==> config.mk <==
export PLATFORM = sky130hd
export DESIGN_NAME = rr_arb_mux4
export DESIGN_NICKNAME = d
export VERILOG_FILES = /design/src/rtl/rr_arb_mux4_pkg.sv /design/src/rtl/rr_arbiter4.sv /design/src/rtl/rr_arb_mux4.sv
export SDC_FILE = /design/constraint.sdc
export NUM_CORES = 1
export LEC_CHECK = 0
export ABC_CLOCK_PERIOD_IN_PS = 2200
export CAP_MARGIN = 10
export CORE_UTILIZATION = 31
export DETAILED_ROUTE_END_ITERATION = 10
export PLACE_DENSITY = 0.86
export REMOVE_ABC_BUFFERS = 1
export SLEW_MARGIN = 20
export SYNTH_ARGS = -nofsm -noshare
export SYNTH_HDL_FRONTEND = slang
export SYNTH_HIERARCHICAL = 1
export SYNTH_SLANG_ARGS = --single-unit
==> constraint.sdc <==
create_clock -name clk -period 2.2 [get_ports clk]
set_input_delay 0.44 -clock clk [delete_from_list [all_inputs] [get_ports clk]]
set_output_delay 0.44 -clock clk [all_outputs]
set_load 0.01 [all_outputs]
==> src/rtl/rr_arb_mux4_pkg.sv <==
// Shared constants, the channel-select type and the round-robin pointer
// helper for the 4:1 arbitrated merge stage.
package mux_pkg;

    localparam int NCH   = 4;
    localparam int SEL_W = 2;

    typedef logic [SEL_W-1:0] sel_t;

    // The type is 2 bits wide, so the increment wraps 3 -> 0 by itself.
    function automatic sel_t next_ptr(input sel_t p);
        return p + sel_t'(1);
    endfunction

endpackage

==> src/rtl/rr_arbiter4.sv <==
// Combinational round-robin arbiter. Requests are scanned from ptr upward,
// modulo 4, and the first asserted request wins.
module rr_arbiter4
    import mux_pkg::*;
(
    input  logic [NCH-1:0] req,
    input  sel_t           ptr,
    output logic           grant_valid,
    output sel_t           grant_idx
);

    // The scan runs from farthest to nearest, so the request closest to ptr
    // is written last and wins.
    always_comb begin
        grant_valid = 1'b0;
        grant_idx   = ptr;
        for (int k = NCH - 1; k >= 0; k--) begin
            if (req[ptr + sel_t'(k)]) begin
                grant_valid = 1'b1;
                grant_idx   = ptr + sel_t'(k);
            end
        end
    end

endmodule

==> src/rtl/rr_arb_mux4.sv <==
// Registered round-robin 4:1 merge. A fair grant loads a one-entry output
// register that holds the data and its source index for the downstream mux.
module rr_arb_mux4
    import mux_pkg::sel_t;
    import mux_pkg::next_ptr;
#(
    parameter int WIDTH = 8,
    parameter int NCH   = 4
) (
    input  logic                 clk,
    input  logic                 rst,
    input  logic [NCH-1:0]       in_valid,
    input  logic [NCH*WIDTH-1:0] in_data,
    output logic [NCH-1:0]       in_ready,
    output logic                 out_valid,
    output logic [WIDTH-1:0]     out_data,
    output logic [1:0]           out_sel,
    input  logic                 out_ready
);

    sel_t             r_ptr;
    logic             r_out_valid;
    logic [WIDTH-1:0] r_out_data;
    sel_t             r_out_sel;

    logic             w_can_accept;
    logic             w_grant_valid;
    sel_t             w_grant;
    logic             w_xfer;
    logic [WIDTH-1:0] w_grant_data;

    rr_arbiter4 u_arb (
        .req         (in_valid),
        .ptr         (r_ptr),
        .grant_valid (w_grant_valid),
        .grant_idx   (w_grant)
    );

    // The slot is free when it is empty or drains this cycle, so a new entry
    // can replace the old one on the same edge without a bubble.
    assign w_can_accept = !r_out_valid || out_ready;
    assign w_xfer       = !rst && w_can_accept && w_grant_valid;
    assign w_grant_data = in_data[int'(w_grant)*WIDTH +: WIDTH];

    always_comb begin
        in_ready = '0;
        if (w_xfer) in_ready[w_grant] = 1'b1;
    end

    always_ff @(posedge clk) begin
        if (rst) begin
            r_ptr       <= '0;
            r_out_valid <= 1'b0;
            r_out_data  <= '0;
            r_out_sel   <= '0;
        end else if (w_xfer) begin
            r_ptr       <= next_ptr(w_grant);
            r_out_valid <= 1'b1;
            r_out_data  <= w_grant_data;
            r_out_sel   <= w_grant;
        end else if (out_ready) begin
            // Data and sel keep their last values after the entry drains.
            r_out_valid <= 1'b0;
        end
    end

    assign out_valid = r_out_valid;
    assign out_data  = r_out_data;
    assign out_sel   = r_out_sel;

endmodule

==> metrics.md <==
| Metric | Value |
|---|---|
| Status | complete, but fails checks |
| Failing checks | setup timing |
| Max_cap viols | 0 |
| Setup Skew | 3.78 ps |
| Share of layout cells above drive strength 1 | 0.442 |
| Max VDD drop | 400 uV |
| Post-synth cell types | 22 |
| Nets | 191 |
| Slew @ Worst Pin | 409 ps |
| GR Overflow Total | 0 |
| WL per Instance | 16.0 um |
| RSZ-0062 raised after global routing | yes |
| I/O pin count | 54 |
| Core Area | 2300 um^2 |
| CTS tree | done |
| Hold Crit Start | out_data[3] |
| Critical path launch point type | register |
| Worst-path clk slew | 80 ps |
| GPL Wtd Cong | 0.790 |
| FMAX | 419 MHz |
| Hpwl dp | 1990 um |
| ANT cells | 0 |
| Final setup fails | 4 |
| Port bufs | 53 |
| Final WL | 2800 um |
| Post-synthesis register bit count | 13 |
| Post-synthesis sequential area ratio | 0.330 |
| Vias in the first global route | 1011 |
| Beginning of the critical path | r_ptr[0] |
| Filler cell count | 181 |
| Clk Latency, worst-skew pair | 280 ps |
| Area growth syn-to-layout | 106% |
| Number of buffers inserted by hold repair at cts | 0 |
| Root Driver | clkbuf_4 |
| DRT iter0 DRCs | 27 |
| Drt first pass iters | 4 |
| Post-synth EDFFs | 0 |
| Final Hold Fails | 0 |
| First-pass GRT wire length | 4410 um |
| Max FO, Critical Path | 3 |
| Die Ht | 52.4 um |
| Worst r2r src | r_ptr[0] |
| H-tree levels | 1 |
| Commonest non-fill, non-tap cells in the layout | 45 x clkdlybuf4s50_1, 21 x buf_4, 11 x a22o_1, 11 x dfxtp_1, 9 x buf_6 |
| Starting Density | 0.343 |
| HP Class | register to register |
| Leakage power | 0.000689 uW |
| Cell Pwr Density | 614 nW/um^2 |
| Fin crit share | 1.08 |
| Final cell count without fillers | 175 |
| YS warnings | 6 |
| CTS sink cnt | 13 |
| Fin worst setup slack | -186 ps |
| Die X | 52.4 um |
| Main flop type after synthesis | dfxtp_1 |
| Max-Slew Margin vs Limit | 0.726 |
| DR vias/cell | 5.29 |
| Pwr Total | 995 uW |
| Gr usage total | 0.224 |
| Pin count of the biggest net entering global routing | 13 |
| Die Area | 2750 um^2 |
| Core Rows | 17 |
| Max-slew violation count | 0 |
| Commonest non-fill, non-tap cell in the layout | clkdlybuf4s50_1 |
| WP data required | 1760 ps |
| CTS Buf Count | 3 |
| Async SR Flop Fraction | 0 |
| Syn avg cell area | 11.6 um^2 |
| Clk buf depth | 2 |
| Placed cells | 162 |
| Arr. time, crit path | 1950 ps |
| Period minus WS final | 2390 ps |
| DRC | 0 |
| Critical path type | register to output port |
| Vias | 926 |
| Post-synthesis instance total | 68 |
| Crit end category | output port |
| Initial antenna violation count | 0 |
| DRT antenna net count | 0 |
| Mapped cell area | 788 um^2 |
==> Yosys cell counts, drive strengths merged (2+ instances only) <==
master  instances  area share
nand2           2      0.0095
inv             4       0.019
o21ai           2       0.013
and2            4       0.032
nor2            2      0.0095
a21oi           3       0.019
a22o           12        0.13
buf             4       0.033
mux4            8        0.23
dfxtp          13        0.33
ha              4       0.063
and2b           3       0.032
==> flip-flops by register name, indices dropped and copies added, names as in the netlist <==
register and count:
out_data 8, out_sel 2, r_ptr 2, out_valid 1
==> layer usage <==
layer / share of wire / global-route usage / routed length, um / vias to the layer above
met1: 0.33 / 0.224 / 929 / 429
met5: 0 / 0 / 0 / -
met3: 0.065 / 0.0406 / 181 / 15
li1: - / - / - / 424
met4: 0.038 / 0.118 / 105 / 0
met2: 0.57 / 0.428 / 1580 / 58
==> worst max-delay path, cell delays in order (launching register included) <==
cell and delay (ps):
dfxtp_2 350, buf_6 100, and2b_1 190, o21ai_1 170
o221a_2 230, buf_6 110, buf_4 110, ha_2 170
and2_4 140, buf_6 90
==> path summary, 6_finish.rpt <==
path                  to  slack, ps  depth (start not counted)
max          in_ready[1]       -190                          9
min          out_data[3]        480                          1
max reg2reg  out_data[5]          0                          9
min reg2reg  out_data[3]        480                          1
==> power breakdown <==
part / leakage, uW / switching, uW / internal, uW
logic: 0.000563 / 198 / 350
clock network: 0.0000177 / 81.1 / 67.5
registers: 0.000108 / 24.3 / 274
total: 0.000689 / 303 / 692
==> cells by family after synthesis <==
| logic type | share of synthesized area |
|---|---|
| compound gates | 0.192 |
| fa+ha+maj | 0.0635 |
| flops | 0.330 |
| simple gates | 0.133 |
| buf+inv | 0.0524 |
| mux | 0.229 |
==> timing repair <==
action                                  4_1_cts  5_1_grt
hold endpoints to repair                      0        0
pin swaps                                     4        5
gates resized for setup                      48        9
buffers inserted                              9        3
endpoints found under the setup margin       13       12
==> area by class of cell <==
class                   instances  area [um^2]  share of cell area
repair buffers                 79          738               0.455
multi-input cells              47          543               0.335
flip-flops and latches         13          263               0.162
well taps                      28         35.0              0.0216
clock buffers                   3         22.5              0.0139
inverters                       4         15.0             0.00926
clock inverters                 1         5.00             0.00309
==> per-stage QoR <==
stage          hold slack, ps  TNS (ps)  utilization  area (um^2)  setup slack (ps)
5_1_grt                   491      -874        0.706         1620              -239
6_report                  482      -588        0.706         1620              -186
2_1_floorplan             473     -88.2            -          762             -44.1
3_5_place_dp              466     -7870        0.633         1460              -939
3_3_place_gp              457     -6590        0.633         1460              -843
4_1_cts                   486      -385        0.696         1600              -102
No activity file was read; power rests on OpenSTA's default activity.
